<file path="config.mk">
export PLATFORM = sky130hd
export DESIGN_NAME = encoder_8to3_stream_flat
export DESIGN_NICKNAME = d
export VERILOG_FILES = /design/src/rtl/encoder_8to3_stream_pkg.sv /design/src/rtl/encoder_8to3_stream_if.sv /design/src/rtl/encoder_8to3_stream_enc_find_first.sv /design/src/rtl/encoder_8to3_stream.sv /design/src/flat_wrapper.sv
export SDC_FILE = /design/constraint.sdc
export NUM_CORES = 1
export LEC_CHECK = 0
export BUFFER_PORTS_ARGS = -buffer_cell sky130_fd_sc_hd__buf_2
export CAP_MARGIN = 15
export CORE_MARGIN = 8
export CORE_UTILIZATION = 25
export DETAILED_ROUTE_END_ITERATION = 7
export SLEW_MARGIN = 20
export SYNTH_ARGS = -nofsm -noshare
export SYNTH_HDL_FRONTEND = slang
export SYNTH_HIERARCHICAL = 1
export SYNTH_SLANG_ARGS = --single-unit
</file>
<file path="constraint.sdc">
create_clock -name clk -period 2.7 [get_ports clk]
set_clock_uncertainty 0.05 [all_clocks]
set_input_delay 0.27 -clock clk [delete_from_list [all_inputs] [get_ports clk]]
set_output_delay 0.27 -clock clk [all_outputs]
set_load 0.05 [all_outputs]
</file>
<file path="src/rtl/encoder_8to3_stream_pkg.sv">
// Shared types and constants for the multi-hot to binary-index stream encoder.
package encoder_8to3_stream_pkg;

  typedef enum logic [1:0] {
    IDLE = 2'd0,
    SCAN = 2'd1,
    ZERO = 2'd2
  } enc_state_e;

  localparam int unsigned ENC_WIDTH_DEF = 8;

  // FSM encodings used by the state register
  localparam logic [1:0] ST_IDLE = 2'd0;
  localparam logic [1:0] ST_SCAN = 2'd1;
  localparam logic [1:0] ST_ZERO = 2'd2;

endpackage

</file>
<file path="src/rtl/encoder_8to3_stream_if.sv">
// Request-side and beat-side handshake bundle for encoder_8to3_stream.
interface encoder_8to3_stream_if #(
  parameter int unsigned WIDTH = 8
);
  localparam int unsigned IDX_W = $clog2(WIDTH);

  logic             enable;
  logic             in_valid;
  logic             in_ready;
  logic [WIDTH-1:0] req;
  logic             out_valid;
  logic             out_ready;
  logic [IDX_W-1:0] idx;
  logic             last;
  logic             none;

  modport master (
    output enable, in_valid, req, out_ready,
    input  in_ready, out_valid, idx, last, none
  );

  modport slave (
    input  enable, in_valid, req, out_ready,
    output in_ready, out_valid, idx, last, none
  );
endinterface

</file>
<file path="src/rtl/encoder_8to3_stream_enc_find_first.sv">
// Priority finder: index of the highest set bit (or lowest when ENCODER_LSB_FIRST_EN
// is defined) plus a flag saying that bit is the only one left.
module enc_find_first #(
  parameter int unsigned WIDTH = 8,
  parameter int unsigned IDX_W = $clog2(WIDTH)
) (
  input  logic [WIDTH-1:0] i_vec,
  output logic [IDX_W-1:0] o_idx,
  output logic             o_one_left
);

  // Later loop iterations win, so loop direction sets the priority.
  always_comb begin
    o_idx = '0;
`ifdef ENCODER_LSB_FIRST_EN
    for (int i = int'(WIDTH) - 1; i >= 0; i--) begin
      if (i_vec[i]) o_idx = IDX_W'(i);
    end
`else
    for (int i = 0; i < int'(WIDTH); i++) begin
      if (i_vec[i]) o_idx = IDX_W'(i);
    end
`endif
    o_one_left = (i_vec != '0) && ((i_vec & (i_vec - WIDTH'(1))) == '0);
  end

endmodule

</file>
<file path="src/rtl/encoder_8to3_stream.sv">
// Multi-hot request vector in, one binary index beat per set bit out.
// Optional build macro: ENCODER_LSB_FIRST_EN (lowest set bit first, ascending).
module encoder_8to3_stream
  import encoder_8to3_stream_pkg::*;
#(
  parameter int unsigned WIDTH = ENC_WIDTH_DEF
) (
  input  logic                   clk,
  input  logic                   rst_n,
  encoder_8to3_stream_if.slave   bus
);

  localparam int unsigned IDX_W = $clog2(WIDTH);

  logic [1:0]       r_state;
  logic [1:0]       w_state_nxt;
  logic [WIDTH-1:0] r_pending;
  logic [WIDTH-1:0] w_pending_nxt;
  logic             r_active;
  logic [IDX_W-1:0] w_ff_idx;
  logic             w_ff_one;
  logic             w_in_ready;
  logic             w_out_valid;
  logic [IDX_W-1:0] w_idx;
  logic             w_last;
  logic             w_none;

  enc_find_first #(
    .WIDTH (WIDTH),
    .IDX_W (IDX_W)
  ) u_find_first (
    .i_vec      (r_pending),
    .o_idx      (w_ff_idx),
    .o_one_left (w_ff_one)
  );

  // State, pending vector and post-reset qualifier for in_ready.
  always_ff @(posedge clk or negedge rst_n) begin
    if (!rst_n) begin
      r_state   <= ST_IDLE;
      r_pending <= '0;
      r_active  <= 1'b0;
    end else begin
      r_state   <= w_state_nxt;
      r_pending <= w_pending_nxt;
      r_active  <= 1'b1;
    end
  end

  // Next-state, pending update and beat decode from registered state only.
  always_comb begin
    w_state_nxt   = r_state;
    w_pending_nxt = r_pending;
    w_in_ready    = 1'b0;
    w_out_valid   = 1'b0;
    w_idx         = '0;
    w_last        = 1'b0;
    w_none        = 1'b0;
    case (r_state)
      ST_IDLE: begin
        w_in_ready = r_active & bus.enable;
        if (bus.in_valid && w_in_ready) begin
          w_pending_nxt = bus.req;
          w_state_nxt   = (bus.req == '0) ? ST_ZERO : ST_SCAN;
        end
      end
      ST_SCAN: begin
        w_out_valid = 1'b1;
        w_idx       = w_ff_idx;
        w_last      = w_ff_one;
        if (bus.out_ready) begin
          w_pending_nxt = r_pending & ~(WIDTH'(1) << w_ff_idx);
          if (w_ff_one) w_state_nxt = ST_IDLE;
        end
      end
      ST_ZERO: begin
        w_out_valid = 1'b1;
        w_none      = 1'b1;
        w_last      = 1'b1;
        if (bus.out_ready) w_state_nxt = ST_IDLE;
      end
      default: begin
        w_state_nxt   = ST_IDLE;
        w_pending_nxt = '0;
      end
    endcase
  end

  assign bus.in_ready  = w_in_ready;
  assign bus.out_valid = w_out_valid;
  assign bus.idx       = w_idx;
  assign bus.last      = w_last;
  assign bus.none      = w_none;

endmodule

</file>
<file path="src/flat_wrapper.sv">
// flat-port wrapper written by rule: the top's interface ports become plain ports
module encoder_8to3_stream_flat import encoder_8to3_stream_pkg::*;
#(
  parameter int unsigned WIDTH = ENC_WIDTH_DEF
)
  (clk, rst_n, bus_enable, bus_in_valid, bus_req, bus_out_ready, bus_in_ready, bus_out_valid, bus_idx, bus_last, bus_none);
  encoder_8to3_stream_if #(.WIDTH(WIDTH)) bus_i ();
  input  logic clk;
  input  logic rst_n;
  input wire logic [$bits(bus_i.enable)-1:0] bus_enable;
  input wire logic [$bits(bus_i.in_valid)-1:0] bus_in_valid;
  input wire logic [$bits(bus_i.req)-1:0] bus_req;
  input wire logic [$bits(bus_i.out_ready)-1:0] bus_out_ready;
  output wire logic [$bits(bus_i.in_ready)-1:0] bus_in_ready;
  output wire logic [$bits(bus_i.out_valid)-1:0] bus_out_valid;
  output wire logic [$bits(bus_i.idx)-1:0] bus_idx;
  output wire logic [$bits(bus_i.last)-1:0] bus_last;
  output wire logic [$bits(bus_i.none)-1:0] bus_none;
  assign bus_i.enable = bus_enable;
  assign bus_i.in_valid = bus_in_valid;
  assign bus_i.req = bus_req;
  assign bus_i.out_ready = bus_out_ready;
  assign bus_in_ready = bus_i.in_ready;
  assign bus_out_valid = bus_i.out_valid;
  assign bus_idx = bus_i.idx;
  assign bus_last = bus_i.last;
  assign bus_none = bus_i.none;
  encoder_8to3_stream #(.WIDTH(WIDTH)) u_core (.clk(clk), .rst_n(rst_n), .bus(bus_i));
endmodule
</file>
==> results of run 1 <==
## power by group through the flow
| stage | sequential (mW) | clock [mW] | combinational (mW) |
|---|---|---|---|
| after floorplan | 0.311 | 0 | 0.630 |
| final | 0.334 | 0.121 | 0.797 |
| after detailed placement | 0.337 | 0 | 0.789 |
| after global routing | 0.350 | 0.133 | 0.857 |
| after global placement | 0.332 | 0 | 0.780 |
| after CTS | 0.332 | 0.125 | 0.796 |
## path summary, 6_finish.rpt
check                                       to  slack [ns]  cells after the start
max                                   bus_last        0.22                      7
min                        u_core/r_pending[0]        0.18                      2
max reg2reg                  u_core/r_state[0]        0.23                      7
min reg2reg                  u_core/r_state[0]        0.51                      1
max in group asynchronous    u_core/r_state[0]        2.04                      2
min in group asynchronous  u_core/r_pending[3]        0.35                      2
## metrics by stage
stage	hold slack [ns]	worst slack, ns	instance area, um^2
2_1_floorplan	-0.0756	0.328	801
3_3_place_gp	0.112	0.390	940
3_5_place_dp	0.114	0.279	940
4_1_cts	0.180	0.219	976
5_1_grt	0.181	0.0585	976
6_report	0.184	0.218	976
## cell usage after synthesis (2+ instances only)
master	instances	area, um^2
a21oi_1	2	10.0
a221o_1	8	80.1
a31oi_1	4	25.0
and2_1	3	18.8
dfrtp_1	11	275
ha_1	3	37.5
inv_1	6	22.5
nand2_1	7	26.3
nand2b_1	3	18.8
nand3_1	2	10.0
nor2_1	5	18.8
nor4_1	2	12.5
o311a_1	4	40.0
## state kept, by name, summed over array words and instances (netlist names)
signal,cells
u_core/r_active,1
u_core/r_pending,8
u_core/r_state,2
## cell type report
type,count,area share
flip-flops and latches,11,0.282
multi-input cells,63,0.492
clock buffers,4,0.0269
well taps,44,0.0564
inverters,7,0.0269
repair buffers,21,0.115
## layer usage
layer  share of wire  routed length [um]  up-vias
met5               0                   0        -
met4           0.024                  53        0
met3           0.046                 103        6
met2            0.50                1120       22
met1            0.43                 959      374
li1                -                   -      367
## cell families after synthesis
family          Yosys count  synth area share
simple gates             29             0.216
fa+ha+maj                 4            0.0594
buf+inv                  10            0.0562
compound gates           26             0.283
mux                       2            0.0266
other cells               1           0.00468
xor+xnor                  1            0.0109
flops                    11             0.344
==> results_dict.tcl, run 1 <==
set metrics [dict create \
    cts_resized 0 \
    place_congestion 0.865 \
    p_leak_nw 0.452 \
    htree_levels 1 \
    cts_setup_buffers 0 \
    synth_edf_count 0 \
    tightest_slew_ns 0.489 \
    grt.total_usage 0.0875 \
    multiInputGateArea_um2 480 \
    place_inst 145 \
    vias 769 \
    routed_wl_um 2240 \
    drc 0 \
    use_met3 0.0385 \
    die_w_um 72.6 \
    cp_data_required_time_ns 2.38 \
    nets 123 \
    mostFrequentLayoutCells "buf_2 (19), dfrtp_1 (11), a221o_1 (8)" \
    path_class "flip-flop to primary output" \
    cp_slowest_stage_delay_ns 0.47 \
    ys_types 37 \
    critPathBufInv 1 \
    path_max_fanout 7 \
    synth_area_um2 801 \
    first_iter_violations 29 \
    switching_share 0.536 \
    antenna_left 0 \
    finalHoldViolCount 0 \
    drive_above_1_share 0.255 \
    startpoint "u_core/r_pending[2]" \
    power_frac_seq 0.267 \
    clk_latency_ns 0.28 \
    syn_nets 100 \
    rsz0062_at_grt "false" \
    dp_hpwl_um 1700 \
    core_area_mm2 0.00305 \
    clk_path_buf_depth 2 \
    hp-class "input pin to flip-flop" \
    arrival_ns 2.16 \
    die-height_um 72.6 \
    slew_viol_final 0 \
    wl_per_cell_um 14.9 \
    clkPwrFrac 0.096 \
    hp-start "bus_req[0]" \
    finish.utilization 0.320 \
    critPathSlowestCell "dfrtp_1" \
    pin_count 20 \
    grt.busiest_layer "met2" \
    fin_total_pwr_mw 1.25 \
    ys_seq_area_frac 0.344 \
    final-seq-area_um2 275 \
    antenna_found_initial 0 \
    fin_setup_tns_ns 0 \
    path_clk_slew_ns 0.08 \
    synthCells 84 \
    cts.sinks 11 \
    cp_cell_sequence "nor4_4, xor2_1, o41ai_1, o22a_1, a21oi_1, nor2b_1, buf_2" \
    relSlewSlack 0.671 \
    peakVddDrop_uv 773 \
    maxCapViolCount 0 \
    switchingPower_mw 0.671 \
    fin_crit_ns 2.48 \
    syn_area_per_cell_um2 9.53 \
    worstSetupStartpointType "flip-flop" \
    via_per_inst 5.13 \
    worstSetupEndpointType "primary output" \
    final_common_cell "buf_2" \
    grt_max_degree 15 \
    overflow 0 \
    p_per_area_mw_per_mm2 1280 \
    syn_to_final_growth_pct 21.9 \
    start_util 0.262 \
    cts_hold_buf 1 \
    grt_pass1_vias 793 \
    ys_ff_latch 11 \
    numCtsBuffers 3 \
    grt_util_met1 0.0971 \
    yosysWarnings 6 \
    async_flop_share 1.00 \
    min_period_over_period 0.919 \
    die-area_mm2 0.00527 \
    max_freq_ghz 0.403 \
    rows 20 \
    cts-root-buf "clkbuf_4" \
    antennaDiodeCount 0 \
    r2r-start "u_core/r_pending[2]" \
    fin_cells 150 \
    firstDrtPassIters 4 \
    grt_pass1_wl_um 3550 \
    power_frac_comb 0.637 \
    cts_tree "built" \
    status "finished clean" \
    p_int_mw 0.582 \
    cp_top_family "compound AO/OA/AOI/OAI gates" \
    port_buffers 19 \
    setup_viol 0 \
    use_met2 0.135 \
    num-fill-cells 335 \
    synth_flop_cell "dfrtp_1" \
]
No activity file was read; power rests on OpenSTA's default activity.
==> run 2: changes to the inputs <==
- CORE_UTILIZATION: 25 -> 42
- CTS_CLUSTER_DIAMETER: default -> 120
- PLACE_DENSITY: default -> 0.65
==> run 2 against run 1 <==
Sequential power barely moved; worst hold slack improved by 0.013 ns; via count shrank 3.6%; final area fell by 3.2%; clock power decreased by 7%; final cell count down 13%.
==> results_dict.tcl, run 2 (same netlist as run 1, synthesis figures left out) <==
set metrics [dict create \
    regMostFlops "u_core/r_pending" \
    port_buffers 19 \
    antenna_left 0 \
    numCtsBuffers 3 \
    syn_to_final_growth_pct 18.0 \
    path_clk_slew_ns 0.07 \
    rows 15 \
    clk_latency_ns 0.26 \
    core_area_mm2 0.00176 \
    firstDrtPassIters 4 \
    pin_count 20 \
    fin_cells 130 \
    drc 0 \
    dp_hpwl_um 1500 \
    cts_resized 0 \
    largest_reg_flops 8 \
    relSlewSlack 0.546 \
    antenna_found_initial 0 \
    mostFrequentLayoutCells "buf_2 (19), dfrtp_1 (11), a221o_1 (8)" \
    rsz0062_at_grt "false" \
    grt_pass1_vias 761 \
    min_period_over_period 0.908 \
    peakVddDrop_uv 732 \
    place_inst 125 \
    routed_wl_um 1920 \
    final-seq-area_um2 275 \
    max_freq_ghz 0.408 \
    status "finished clean" \
    cts_hold_buf 1 \
    fin_area_um2 945 \
    setup_viol 0 \
    top_regs "u_core/r_pending (8), u_core/r_state (2), u_core/r_active (1)" \
    tightest_slew_ns 0.680 \
    cts_setup_buffers 0 \
    start_util 0.454 \
    fin_crit_ns 2.45 \
    fin_setup_tns_ns 0 \
    die-area_mm2 0.00356 \
    clk_path_buf_depth 2 \
    wl_per_cell_um 14.8 \
    place_congestion 0.747 \
    vias 741 \
    nets 122 \
    post_dp_cell_area_um2 908 \
    path_class "flip-flop to primary output" \
    hp-class "input pin to flip-flop" \
    arrival_ns 2.13 \
    p_per_area_mw_per_mm2 1280 \
    htree_levels 1 \
    grt.total_usage 0.121 \
    slew_viol_final 0 \
    worstSetupStartpointType "flip-flop" \
    multiInputGateArea_um2 480 \
    grt_pass1_wl_um 3320 \
    p_leak_nw 0.448 \
    overflow 0 \
    cts.sinks 11 \
    antennaDiodeCount 0 \
    num-fill-cells 178 \
    die-height_um 59.7 \
    drive_above_1_share 0.248 \
    cts-root-buf "clkbuf_4" \
    maxCapViolCount 0 \
    via_per_inst 5.70 \
    grt_max_degree 15 \
    path_max_fanout 9 \
    cts_tree "built" \
    worstSetupEndpointType "primary output" \
    cp_data_required_time_ns 2.38 \
    final_common_cell "buf_2" \
    first_iter_violations 22 \
    finalHoldViolCount 0 \
    die_w_um 59.7 \
]
==> run 2: worst paths after layout <==
| path | to | from | slack, ns | cells after the start |
|---|---|---|---|---|
| setup / recovery | bus_idx[0] | u_core/r_pending[2] | 0.25 | 6 |
| hold / removal | u_core/r_pending[5] | bus_req[5] | 0.20 | 2 |
| setup reg to reg | u_core/r_state[0] | u_core/r_pending[1] | 0.32 | 7 |
| hold reg to reg | u_core/r_state[0] | u_core/r_state[0] | 0.51 | 1 |
| max in group asynchronous | u_core/r_pending[3] | rst_n | 2.05 | 2 |
| min in group asynchronous | u_core/r_state[0] | rst_n | 0.35 | 2 |
==> run 2: final cells by class <==
class / instances / share of cell area
Tap cell: 25 / 0.0331
Inverter: 7 / 0.0278
Clock buffer: 4 / 0.0278
Sequential cell: 11 / 0.291
Multi-Input combinational cell: 63 / 0.509
Timing Repair Buffer: 20 / 0.111
==> run 2: through the flow <==
step / setup WS [ns] / hold slack, ns / total power, mW / utilization
2_1_floorplan: 0.328 / -0.0756 / 0.941 / -
3_3_place_gp: 0.391 / 0.108 / 1.09 / 0.515
3_5_place_dp: 0.324 / 0.111 / 1.09 / 0.515
4_1_cts: 0.264 / 0.189 / 1.21 / 0.535
5_1_grt: 0.131 / 0.214 / 1.31 / 0.535
6_report: 0.248 / 0.197 / 1.21 / 0.535
==> run 2: report_power, final <==
group,switching [mW],total [mW],leakage [nW],internal (mW)
Sequential,0.109,0.334,0.140,0.225
Clock,0.0559,0.113,0.0150,0.0571
Combinational,0.479,0.764,0.293,0.285
==> run 2: layer usage <==
layer	vias to the layer above	part of all wire	GRT usage
li1	369	-	-
met1	341	0.44	0.150
met2	29	0.48	0.185
met3	2	0.076	0.0321
met4	0	0.0047	0.0680
met5	-	0	0
==> run 2: worst max-delay path: stages, from the launching register on <==
cell and delay (ns):
dfrtp_1 0.46, nand2b_1 0.18, a21oi_1 0.15, nor2_1 0.05, o21bai_1 0.55, and2_1 0.22, buf_2 0.26
==> run 3: changes to the inputs <==
- CORE_ASPECT_RATIO: default -> 1.2
==> run 3 against run 2 <==
Maximum frequency fell by 2.5%; worst hold slack got worse by 0.0029 ns; non-clock buffer count unchanged; register-to-register slack worse by 0.07 ns; combinational power increased by 2.9%; sequential share of layout area increased by 0.23 points; clock power barely moved; global-route usage fell by 0.12 points; first-iteration DRC count is 18% higher; critical path type unchanged; critical endpoint is now bus_last; largest cell class unchanged; largest power group unchanged; highest routed layer unchanged.
==> results_dict.tcl, run 3 (same netlist as run 1, synthesis figures left out) <==
set metrics [dict create \
    post_dp_cell_area_um2 901 \
    cp_data_required_time_ns 2.38 \
    slew_viol_final 0 \
    grt_max_degree 15 \
    place_congestion 0.790 \
    path_class "flip-flop to primary output" \
    antenna_left 0 \
    first_iter_violations 26 \
    numCtsBuffers 3 \
    num-fill-cells 177 \
    fin_total_pwr_mw 1.24 \
    routed_wl_um 2200 \
    rsz0062_at_grt "false" \
    arrival_ns 2.20 \
    die_w_um 55.9 \
    top_regs "u_core/r_pending (8), u_core/r_state (2), u_core/r_active (1)" \
    fin_cells 124 \
    timing.hold.ws_ns 0.194 \
    vias 761 \
    dp_hpwl_um 1610 \
    path_max_fanout 5 \
    wl_per_cell_um 17.7 \
    cts-root-buf "clkbuf_4" \
    final_common_cell "buf_2" \
    min_period_over_period 0.932 \
    antenna_found_initial 0 \
    grt.total_usage 0.120 \
    regMostFlops "u_core/r_pending" \
    finalHoldViolCount 0 \
    start_util 0.438 \
    place_inst 119 \
    core_area_mm2 0.00183 \
    htree_levels 1 \
    pin_count 20 \
    p_leak_nw 0.448 \
    via_per_inst 6.14 \
    fin_crit_ns 2.52 \
    setup_viol 0 \
    maxCapViolCount 0 \
    overflow 0 \
    die-area_mm2 0.00357 \
    syn_to_final_growth_pct 17.0 \
    peakVddDrop_uv 707 \
    rows 17 \
    die-height_um 63.8 \
    cts_tree "built" \
    finish.utilization 0.512 \
    fin_area_um2 937 \
    final-seq-area_um2 275 \
    relSlewSlack 0.531 \
    fin_setup_tns_ns 0 \
    largest_reg_flops 8 \
    port_buffers 19 \
    drive_above_1_share 0.248 \
    grt_pass1_vias 776 \
    tightest_slew_ns 0.703 \
    layout_setup_ws_ns 0.184 \
    dp_slack_ns 0.337 \
    p_per_area_mw_per_mm2 1320 \
    mostFrequentLayoutCells "buf_2 (19), dfrtp_1 (11), a221o_1 (8)" \
    status "finished clean" \
    hp-class "input pin to flip-flop" \
    cts.sinks 11 \
    drc 0 \
    multiInputGateArea_um2 480 \
    max_freq_ghz 0.397 \
    firstDrtPassIters 4 \
    nets 122 \
    path_clk_slew_ns 0.07 \
    clk_latency_ns 0.27 \
    antennaDiodeCount 0 \
    grt_pass1_wl_um 3570 \
    worstSetupStartpointType "flip-flop" \
    clk_path_buf_depth 2 \
    worstSetupEndpointType "primary output" \
]
==> run 3: final timing paths <==
path	depth (start not counted)	end	slack, ns	from
worst max-delay path	7	bus_last	0.18	u_core/r_pending[1]
worst min-delay path	2	u_core/r_pending[3]	0.19	bus_req[3]
worst max register to register	7	u_core/r_state[0]	0.25	u_core/r_pending[1]
worst min register to register	1	u_core/r_state[0]	0.52	u_core/r_state[0]
max in group asynchronous	2	u_core/r_pending[4]	2.03	rst_n
min in group asynchronous	2	u_core/r_active	0.36	rst_n
==> run 3: where the power goes <==
part	switching (mW)	total [mW]	leakage (nW)	internal, mW
Clock	0.0583	0.116	0.0150	0.0572
Sequential	0.112	0.337	0.140	0.225
Combinational	0.501	0.786	0.293	0.285
==> run 3: critical path: stages, from the launching register on <==
cell and delay, ns:
dfrtp_1 0.46, nor4_4 0.37, xor2_1 0.11, o41ai_1 0.30
o22a_1 0.20, a21oi_1 0.08, nor2b_1 0.13, buf_2 0.27
==> run 3: cell type report <==
class,count,area share
clock buffers,4,0.0280
well taps,19,0.0254
flip-flops and latches,11,0.294
multi-input cells,63,0.513
inverters,7,0.0280
repair buffers,20,0.112
==> run 3: what timing repair did <==
action                    4_1_cts  5_1_grt
resized for setup               0        0
hold endpoints to repair       11        0
buffers inserted                0        0
hold buffers                    1        0
==> run 3: layer usage <==
metal	GRT usage	part of all wire	vias up
met4	0.0633	0.010	0
met1	0.139	0.44	366
li1	-	-	367
met2	0.202	0.51	24
met3	0.0257	0.041	4
met5	0	0	-
